[src/rtl/instr_decode_seq_pkg.sv]
// Shared definitions for the 16-bit ISA decoder/sequencer: opcode and op
// codes, instruction field positions, the sequencer state encoding, and the
// helper that maps a decoded {opcode,op} to its first sequencer step.
package instr_pkg;

  localparam int INSTR_W = 16;

  localparam logic [2:0] OPC_ALU = 3'b101;
  localparam logic [2:0] OPC_MOV = 3'b110;

  localparam logic [1:0] ALU_ADD = 2'b00;
  localparam logic [1:0] ALU_CMP = 2'b01;
  localparam logic [1:0] ALU_AND = 2'b10;
  localparam logic [1:0] ALU_MVN = 2'b11;

  localparam logic [1:0] MOV_IMM = 2'b10;
  localparam logic [1:0] MOV_REG = 2'b00;

  // Field positions within the instruction word (LSB of each field)
  localparam int OPC_LSB = 13;
  localparam int OP_LSB  = 11;
  localparam int RN_LSB  = 8;
  localparam int RD_LSB  = 5;
  localparam int SH_LSB  = 3;
  localparam int RM_LSB  = 0;
  localparam int IMM5_W  = 5;
  localparam int IMM8_W  = 8;

  // state    | meaning
  // IDLE     | waiting for an instruction, in_ready=1
  // S_RDN    | read port selects Rn
  // S_RDM    | read port selects Rm
  // S_WR     | write port selects Rd (Rn for MOV imm)
  // ILLEGAL  | unsupported {opcode,op} latched
  typedef enum logic [2:0] {
    IDLE    = 3'd0,
    S_RDN   = 3'd1,
    S_RDM   = 3'd2,
    S_WR    = 3'd3,
    ILLEGAL = 3'd4
  } state_t;

  function automatic state_t first_step(input logic [2:0] opc, input logic [1:0] op);
    state_t s;
    s = ILLEGAL;
    if (opc == OPC_ALU) begin
      if (op == ALU_MVN) s = S_RDM;
      else               s = S_RDN;
    end else if (opc == OPC_MOV) begin
      if (op == MOV_IMM)      s = S_WR;
      else if (op == MOV_REG) s = S_RDM;
    end
    return s;
  endfunction

endpackage

[src/rtl/instr_decode_seq_if.sv]
// Instruction handshake between the instruction register (master) and the
// decoder/sequencer (slave).
interface instr_decode_seq_if;
  logic                            in_valid;
  logic                            in_ready;
  logic [instr_pkg::INSTR_W-1:0]   instruction;

  modport master (output in_valid, output instruction, input in_ready);
  modport slave  (input in_valid, input instruction, output in_ready);
endinterface

[src/rtl/instr_decode_seq_sext_field.sv]
// Sign extension of an IN_W-bit immediate field to OUT_W bits (OUT_W >= IN_W).
module sext_field #(
  parameter int IN_W  = 5,
  parameter int OUT_W = 16
) (
  input  logic [IN_W-1:0]  in_i,
  output logic [OUT_W-1:0] out_o
);

  if (OUT_W > IN_W) begin : g_ext
    assign out_o = {{(OUT_W-IN_W){in_i[IN_W-1]}}, in_i};
  end else begin : g_same
    assign out_o = in_i[OUT_W-1:0];
  end

endmodule

[src/rtl/instr_decode_seq.sv]
// Registered decoder and register-port sequencer. Latches one instruction per
// handshake, then steps the register-file read/write selects (Rn, Rm, Rd)
// one cycle per step according to {opcode,op}. done is the registered
// last-step flag gated by stall, so it only shows in the cycle the step completes.
module instr_decode_seq
  import instr_pkg::*;
#(
  parameter int DATA_W       = 16,
  parameter bit ILLEGAL_HOLD = 1'b0
) (
  input  logic               clk,
  input  logic               reset_n,
  input  logic               stall,
  instr_decode_seq_if.slave  bus,
  output logic [2:0]         opcode,
  output logic [1:0]         op,
  output logic [1:0]         alu_op,
  output logic [1:0]         shift,
  output logic [DATA_W-1:0]  sximm5,
  output logic [DATA_W-1:0]  sximm8,
  output logic               rd_en,
  output logic [2:0]         rd_num,
  output logic               wr_en,
  output logic [2:0]         wr_num,
  output logic               busy,
  output logic               done,
  output logic               illegal
);

  state_t      state_q, state_d;
  logic [2:0]  opcode_q, opcode_d;
  logic [1:0]  op_q, op_d;
  logic [1:0]  shift_q, shift_d;
  logic [2:0]  rn_q, rn_d, rd_q, rd_d, rm_q, rm_d;
  logic [7:0]  imm8_q, imm8_d;

  logic        rd_en_q, rd_en_d, wr_en_q, wr_en_d;
  logic [2:0]  rd_num_q, rd_num_d, wr_num_q, wr_num_d;
  logic        last_q, last_d, illegal_q, illegal_d;
  logic        busy_q, busy_d, in_ready_q, in_ready_d;

  // Next state, field latching on accept, and the registered outputs for the next step
  always_comb begin
    state_d  = state_q;
    opcode_d = opcode_q;
    op_d     = op_q;
    shift_d  = shift_q;
    rn_d     = rn_q;
    rd_d     = rd_q;
    rm_d     = rm_q;
    imm8_d   = imm8_q;

    case (state_q)
      IDLE: if (bus.in_valid) begin
        opcode_d = bus.instruction[OPC_LSB +: 3];
        op_d     = bus.instruction[OP_LSB +: 2];
        rn_d     = bus.instruction[RN_LSB +: 3];
        rd_d     = bus.instruction[RD_LSB +: 3];
        rm_d     = bus.instruction[RM_LSB +: 3];
        imm8_d   = bus.instruction[IMM8_W-1:0];
        shift_d  = ((opcode_d == OPC_ALU) || (opcode_d == OPC_MOV && op_d == MOV_REG))
                   ? bus.instruction[SH_LSB +: 2] : 2'b00;
        state_d  = first_step(opcode_d, op_d);
      end
      S_RDN:   if (!stall) state_d = S_RDM;
      S_RDM:   if (!stall) state_d = (opcode_q == OPC_ALU && op_q == ALU_CMP) ? IDLE : S_WR;
      S_WR:    if (!stall) state_d = IDLE;
      ILLEGAL: if (!stall && !ILLEGAL_HOLD) state_d = IDLE;
      default: state_d = IDLE;
    endcase

    rd_en_d    = (state_d == S_RDN) || (state_d == S_RDM);
    rd_num_d   = (state_d == S_RDN) ? rn_d : (state_d == S_RDM) ? rm_d : 3'b000;
    wr_en_d    = (state_d == S_WR);
    wr_num_d   = !wr_en_d ? 3'b000 :
                 (opcode_d == OPC_MOV && op_d == MOV_IMM) ? rn_d : rd_d;
    last_d     = (state_d == S_WR) ||
                 (state_d == S_RDM && opcode_d == OPC_ALU && op_d == ALU_CMP) ||
                 (state_d == ILLEGAL && !ILLEGAL_HOLD);
    illegal_d  = (state_d == ILLEGAL);
    busy_d     = (state_d != IDLE);
    in_ready_d = (state_d == IDLE);
  end

  // Sequencer state, latched fields and registered outputs
  always_ff @(posedge clk) begin
    if (!reset_n) begin
      state_q    <= IDLE;
      opcode_q   <= 3'b000;
      op_q       <= 2'b00;
      shift_q    <= 2'b00;
      rn_q       <= 3'b000;
      rd_q       <= 3'b000;
      rm_q       <= 3'b000;
      imm8_q     <= 8'h00;
      rd_en_q    <= 1'b0;
      rd_num_q   <= 3'b000;
      wr_en_q    <= 1'b0;
      wr_num_q   <= 3'b000;
      last_q     <= 1'b0;
      illegal_q  <= 1'b0;
      busy_q     <= 1'b0;
      in_ready_q <= 1'b1;
    end else begin
      state_q    <= state_d;
      opcode_q   <= opcode_d;
      op_q       <= op_d;
      shift_q    <= shift_d;
      rn_q       <= rn_d;
      rd_q       <= rd_d;
      rm_q       <= rm_d;
      imm8_q     <= imm8_d;
      rd_en_q    <= rd_en_d;
      rd_num_q   <= rd_num_d;
      wr_en_q    <= wr_en_d;
      wr_num_q   <= wr_num_d;
      last_q     <= last_d;
      illegal_q  <= illegal_d;
      busy_q     <= busy_d;
      in_ready_q <= in_ready_d;
    end
  end

  sext_field #(.IN_W(IMM5_W), .OUT_W(DATA_W)) u_sext5 (
    .in_i  (imm8_q[IMM5_W-1:0]),
    .out_o (sximm5)
  );

  sext_field #(.IN_W(IMM8_W), .OUT_W(DATA_W)) u_sext8 (
    .in_i  (imm8_q),
    .out_o (sximm8)
  );

  assign bus.in_ready = in_ready_q;
  assign opcode       = opcode_q;
  assign op           = op_q;
  assign alu_op       = op_q;
  assign shift        = shift_q;
  assign rd_en        = rd_en_q;
  assign rd_num       = rd_num_q;
  assign wr_en        = wr_en_q;
  assign wr_num       = wr_num_q;
  assign busy         = busy_q;
  assign illegal      = illegal_q;
  assign done         = last_q & ~stall;

endmodule

[src/flat_wrapper.sv]
// flat-port wrapper written by rule: the top's interface ports become plain ports
module instr_decode_seq_flat import instr_pkg::*;
#(
  parameter int DATA_W       = 16,
  parameter bit ILLEGAL_HOLD = 1'b0
)
  (clk, reset_n, stall, opcode, op, alu_op, shift, sximm5, sximm8, rd_en, rd_num, wr_en, wr_num, busy, done, illegal, bus_in_valid, bus_instruction, bus_in_ready);
  instr_decode_seq_if bus_i ();
  input  logic clk;
  input  logic reset_n;
  input  logic stall;
  output logic [2:0] opcode;
  output logic [1:0] op;
  output logic [1:0] alu_op;
  output logic [1:0] shift;
  output logic [DATA_W-1:0] sximm5;
  output logic [DATA_W-1:0] sximm8;
  output logic rd_en;
  output logic [2:0] rd_num;
  output logic wr_en;
  output logic [2:0] wr_num;
  output logic busy;
  output logic done;
  output logic illegal;
  input wire logic [$bits(bus_i.in_valid)-1:0] bus_in_valid;
  input wire logic [$bits(bus_i.instruction)-1:0] bus_instruction;
  output wire logic [$bits(bus_i.in_ready)-1:0] bus_in_ready;
  assign bus_i.in_valid = bus_in_valid;
  assign bus_i.instruction = bus_instruction;
  assign bus_in_ready = bus_i.in_ready;
  instr_decode_seq #(.DATA_W(DATA_W), .ILLEGAL_HOLD(ILLEGAL_HOLD)) u_core (.clk(clk), .reset_n(reset_n), .stall(stall), .bus(bus_i), .opcode(opcode), .op(op), .alu_op(alu_op), .shift(shift), .sximm5(sximm5), .sximm8(sximm8), .rd_en(rd_en), .rd_num(rd_num), .wr_en(wr_en), .wr_num(wr_num), .busy(busy), .done(done), .illegal(illegal));
endmodule
[config.mk]
export PLATFORM = sky130hd
export DESIGN_NAME = instr_decode_seq_flat
export DESIGN_NICKNAME = d
export VERILOG_FILES = /design/src/rtl/instr_decode_seq_pkg.sv /design/src/rtl/instr_decode_seq_if.sv /design/src/rtl/instr_decode_seq_sext_field.sv /design/src/rtl/instr_decode_seq.sv /design/src/flat_wrapper.sv
export SDC_FILE = /design/constraint.sdc
export NUM_CORES = 1
export LEC_CHECK = 0
export CORE_MARGIN = 2
export CORE_UTILIZATION = 39
export DETAILED_ROUTE_END_ITERATION = 10
export PLACE_DENSITY = 0.77
export SYNTH_ARGS = -nofsm -noshare
export SYNTH_HDL_FRONTEND = slang
export SYNTH_HIERARCHICAL = 1
export SYNTH_SLANG_ARGS = --single-unit
export TNS_END_PERCENT = 10
[constraint.sdc]
create_clock -name clk -period 1.74 [get_ports clk]
set_input_delay 0.348 -clock clk [delete_from_list [all_inputs] [get_ports clk]]
set_output_delay 0.348 -clock clk [all_outputs]
set_load 0.05 [all_outputs]
Word level (Yosys, flattened, before mapping)

Index checks and enable logic that the tools add are counted.
W data, S select, Z words.

Word-level logic and storage cells: 77
Output and inout bits: 53
Flip-flop bits (word level): 39
Bits of input ports: 20

Reductions and logical operators: 16
Equality and inequality tests: 18
Bitwise logic cells: 2
Multiplexer cells: 25

Operators with widths:

| operator             | number |
|---|---|
| $mux W3              | 19 |
| $eq A3 B3 Y1 const B | 7 |
| $eq A3 B2 Y1 const B | 4 |
| $pmux W3 S4          | 1 |
| $mux W2              | 5 |
| $eq A2 B2 Y1 const B | 3 |
| $eq A3 B1 Y1 const B | 2 |
| $logic_not A3 Y1     | 2 |
| $logic_and A1 B1 Y1  | 5 |
| $eq A2 B1 Y1 const B | 2 |
| $logic_or A1 B1 Y1   | 4 |
| $reduce_and A2 Y1    | 2 |
| $reduce_bool A3 Y1   | 1 |
| $logic_not A2 Y1     | 1 |
| $reduce_or A2 Y1     | 1 |
| $and A1 B1 Y1        | 1 |
| $not A1 Y1           | 1 |

Logic depth before layout (Yosys ltp)

Depth in word-level cells: 12
Gate-level depth with buffers: 7
Mapped depth without buffers: 5

Modules after synthesis

The synthesis kept the hierarchy.

Modules (own cells, without submodules):

| module           | seq. area each (sq um) | cells an instance | instances | area an instance (sq um) |
|---|---|---|---|---|
| instr_decode_seq | 780.7                  | 158               | 1         | 1565.3 |
| sext_field       | 0.0                    | 16                | 2         | 120.1 |

Worst setup path after synthesis

OpenSTA, ideal clock, no wires.

Path kind: register to register
Start point: reg u_core.op_q[1], in the netlist u_core/alu_op[1]
End point: reg u_core.wr_num_q[0], in the netlist u_core/wr_num[0]
Clock period less this slack: 1836 ps
Required time: 1681 ps
Buffers on the path: 0
Setup slack: -96 ps
Library setup time: 59 ps
Cell stages (with the launch flop): 5
Arrival: 1776 ps
Cells stage by stage: dfxtp_1 or4b_1 a211oi_4 mux2i_1 and2_1

Longest elaborated chain between the ends: 7
Elaborated cells on any way between the ends: 12
Those cells by class: 3 x eq/ne; 6 x mux; 3 x reduce/logical

Ends and longest elaborated chain:

| what                               | line                    | RTL |
|---|---|---|
| start, declared                    | instr_decode_seq.sv:32  | `logic [1:0] op_q, op_d;` |
| start signal, assigned             | instr_decode_seq.sv:107 | `op_q <= op_d;` |
| $eq A2 B1 Y1                       | instr_decode_seq.sv:66  | `S_RDM: if (!stall) state_d = (opcode_q == OPC_ALU && op_q == ALU_CMP) ? IDLE : S_WR;` |
| $logic_and A1 B1 Y1                | instr_decode_seq.sv:66  |  |
| $mux W2                            | instr_decode_seq.sv:66  |  |
| $mux W3                            | instr_decode_seq.sv:66  |  |
| $pmux W3 S4                        | instr_decode_seq.sv:53  | `case (state_q)` |
| $eq A3 B2 Y1                       | instr_decode_seq.sv:74  | `wr_en_d = (state_d == S_WR);` |
| $reduce_and A2 Y1 (no source line) | -                       |  |
| end signal, assigned               | instr_decode_seq.sv:116 | `wr_num_q <= wr_num_d;` |
| end, declared                      | instr_decode_seq.sv:38  | `logic [2:0] rd_num_q, rd_num_d, wr_num_q, wr_num_d;` |

Several ways; a longest one is shown, not always the timed one.
A chain may end at the register's enable or synchronous reset.

Final worst setup path

Start point: reg u_core.state_q[1]
End point: reg u_core.wr_num_q[2], in the netlist u_core/wr_num[2]

Longest elaborated chain between the ends: 5
Elaborated cells on any way between the ends: 21
Those cells by class: 7 x eq/ne; 10 x mux; 4 x reduce/logical

Ends and longest elaborated chain:

| what                                                          | line                                           | RTL |
|---|---|---|
| start, declared                                               | instr_decode_seq.sv:30                         | `state_t state_q, state_d;` |
| start signal, assigned                                        | instr_decode_seq.sv:105                        | `state_q <= state_d;` |
| $eq A3 B2 Y1 (tied with other cells)                          | instr_decode_seq.sv:53                         |  |
| $reduce_or A2 Y1 (no source line) (tied with other cells)     | -                                              |  |
| $pmux W3 S4 (tied with other cells)                           | instr_decode_seq.sv:53                         |  |
| $eq A3 B2 Y1 or $logic_and A1 B1 Y1 (tied branches)           | instr_decode_seq.sv:74, instr_decode_seq.sv:76 |  |
| $reduce_and A2 Y1 (no source line) or $mux W3 (tied branches) | -                                              |  |

Several ways; a longest one is shown, not always the timed one.

==> flow_summary.ini <==
[worst_setup_path]
reg2reg_depth = 6
r2r-start = u_core/state_q[1]
critPathKind = reg2reg
slowest_stage = nor4b_4
worst_path_largest_cell_delay_ps = 480
cp_max_fo = 5
path_buf_inv = 1
critPathArrivalTime_ps = 2110
crit_chain = nor4b_4 -> buf_6 -> mux2i_4 -> a211oi_4 -> mux2i_1 -> and2_1
worstSetupStartpoint = u_core/state_q[1]
path_delay_family = simple AND/OR/NAND/NOR gates
r2r-end = u_core/wr_num[2]
worstPathRequired_ps = 1990
r2r_setup_slack_ps = -120
start_kind = flip-flop
setup.worst_path.end_class = flip-flop

[synthesis]
synth_area_leader_cell = dfxtp_1
synth_edf_count = 0
netlist_instances = 190
netlist_area_sq_um = 1805
synth.most_common_cell = dfxtp_1
ys_top_cells_by_count = dfxtp_1 (39), buf_4 (34), nand2_1 (30)
yosys_warnings = 6
syn_avg_cell_area_sq_um = 9.503
synthFlopType = dfxtp_1
synth_top_cell_area_share_pct = 43.24
synthTopCellsByArea = dfxtp_1 (43%), buf_4 (14%), a21boi_0 (6.2%)
async_flop_share_pct = 0
synth.net_count = 210
ys_seq_area_share_pct = 43.24
synth_seq_cells = 39
synth_cell_type_count = 34

[hold_path]
hold_path_class = reg2reg
hold_end = u_core/rm_q[0]
hp-start = u_core/rm_q[0]
whs_path_depth = 2

[floorplan]
core_area_sq_um = 4414
top_level_ports = 73
std_cell_rows = 24
die_area_sq_um = 5190
dieHeight_um = 72.04
die_w_um = 72.04
initial_core_util_pct = 40.90

[sta]
layout_min_cycle_time_ps = 1859
setup_slack_ps = -119.3
drv_slew = 0
slew_headroom_pct = 69.23
finalSetupViolations = 7
fin_crit_sh_pct = 106.9
hold_viol = 0
fmax_mhz = 537.8
finalClockSkew_ps = 6.635
rsz0062_at_grt = true
worst_pin_slew_ps = 459.7

[grt]
grt_util_all_layers_pct = 17.80
antenna_found_initial = 0
grt_max_degree = 14
gr-total-overflow = 0
grt_pass1_wl_um = 7100
first_global_vias = 1481

[routing]
drt.antenna.violating_nets = 0
firstDrtPassIters = 4
via_per_inst = 4.910
drt_iter0_drc = 62
drc_errors = 0
routedWlPerCell_um = 14.16
wl_um = 4419
dr_total_vias = 1532

[final_layout]
finish.utilization_pct = 64.57
area_delta_synth_final_pct = 57.87
nNetsFinal = 279
drive_gt1_share_pct = 41.92
final_area_sq_um = 2850
n_antenna_cell = 0
stdcell_count = 312

[clocking]
cts_inserted_buffers = 5
clkTransAtPathRegs_ps = 80
h-tree-depth = 2
clock_sinks = 39
cts_tree = built
ctsLongestPathBuffers = 2
worstSkewPairLatency_ps = 300
root_buffer = clkbuf_8

[run]
drv_cap = 0

[placed_design]
dpl_cell_area_sq_um = 2680
dp_hpwl_um = 3436
gp_congestion = 0.8432
pre_cts_slack_ps = -539.3
port_buffers = 72
numPlacedInstances = 303

[run_status]
status = complete, but fails checks
violations = setup timing

[pwr]
p_leak_nw = 1.200
p_total_mw = 2.633
ir_drop_uv = 420.9
power_per_cell_area_nw_per_um2 = 923.8
[timing repair]
action                                  4_1_cts  5_1_grt
hold buffers                                  0        0
endpoints found under the setup margin       11       16
buffers inserted                              1        0
pin swaps                                     4        3
gates resized for setup                       7       10
[registers in the layout (all words and copies together), names as in the netlist]
signal,count
u_core/wr_en,1
u_core/rd_num,3
u_core/wr_num,3
u_core/alu_op,2
u_core/last_q,1
u_core/state_q,3
u_core/opcode,3
u_core/rn_q,3
u_core/rd_q,3
u_core/bus.in_ready,1
u_core/imm8_q,8
u_core/rd_en,1
u_core/busy,1
u_core/rm_q,3
u_core/illegal,1
u_core/shift,2
[cells by family after synthesis]
| family | count (synthesis) | synth area share (%) |
|---|---|---|
| xor+xnor | 1 | 0.4852 |
| buf+inv | 41 | 16.08 |
| flops | 39 | 43.24 |
| compound gates | 33 | 14.76 |
| simple gates | 67 | 20.24 |
| mux | 9 | 5.198 |
[final cells by class]
type | count | area [sq um]
clock buffer | 5 | 68.82
sequential | 39 | 785.8
multi-input combinational | 110 | 779.5
timing repair buffer | 102 | 1104
tap | 52 | 65.06
inverter | 1 | 3.754
clock inverter | 3 | 43.79
fill | 345 | 1564
[through the flow]
step           TNS, ps  hold WS [ps]
2_1_floorplan   -42.56         436.6
3_5_place_dp    -10370         454.2
6_report        -593.2         468.7
5_1_grt          -1323         495.2
4_1_cts         -495.7         465.6
3_3_place_gp     -8664         449.1
[per-layer routing]
metal / track usage, % / up-vias / routed length [um]
li1: - / 746 / -
met1: 20.49 / 719 / 1797
met2: 31.58 / 59 / 2277
met3: 4.306 / 8 / 279
met4: 7.338 / 0 / 65
met5: 0 / - / 0
[tightest hold or removal path, delay by kind of cell (launching register included)]
kind | cells | cell delay, ps
flip-flops | 1 | 310
AND/OR/NAND/NOR | 1 | 50
AO/OA/AOI/OAI | 1 | 70
[where the power goes]
| group | switching [mW] | total (mW) | leakage (nW) | internal, mW |
|---|---|---|---|---|
| combinational | 0.512 | 0.895 | 0.821 | 0.384 |
| sequential | 0.0346 | 0.987 | 0.321 | 0.952 |
| clock | 0.324 | 0.751 | 0.0581 | 0.427 |
[worst max-delay path by stage]
| stage | end | slack, ps | cells after the start |
|---|---|---|---|
| floorplan | u_core/wr_num[0] | -10 | 4 |
| global placement | u_core/wr_num[1] | -440 | 7 |
| CTS | u_core/wr_num[2] | -90 | 6 |
| global route | u_core/wr_num[2] | -210 | 6 |
| detailed placement | u_core/wr_num[2] | -540 | 7 |
| finish | u_core/wr_num[2] | -120 | 6 |
[placed cells by master (no fill, tap or decap), types with 2 or more instances in the layout]
cell and instances:
buf_4 59, dfxtp_1 35, nand2_1 29, buf_12 23
clkdlybuf4s50_1 18, a21boi_0 14, nor2b_1 11, mux2i_1 7
clkbuf_8 5, nor2_1 5, nor2b_2 4, a21boi_1 4
nand3_1 4, dfxtp_2 4, a22o_1 3, and2_1 3
o21ai_1 2, o21ai_0 2, a32oi_1 2
Note: power is estimated with default switching activity, not from simulation.
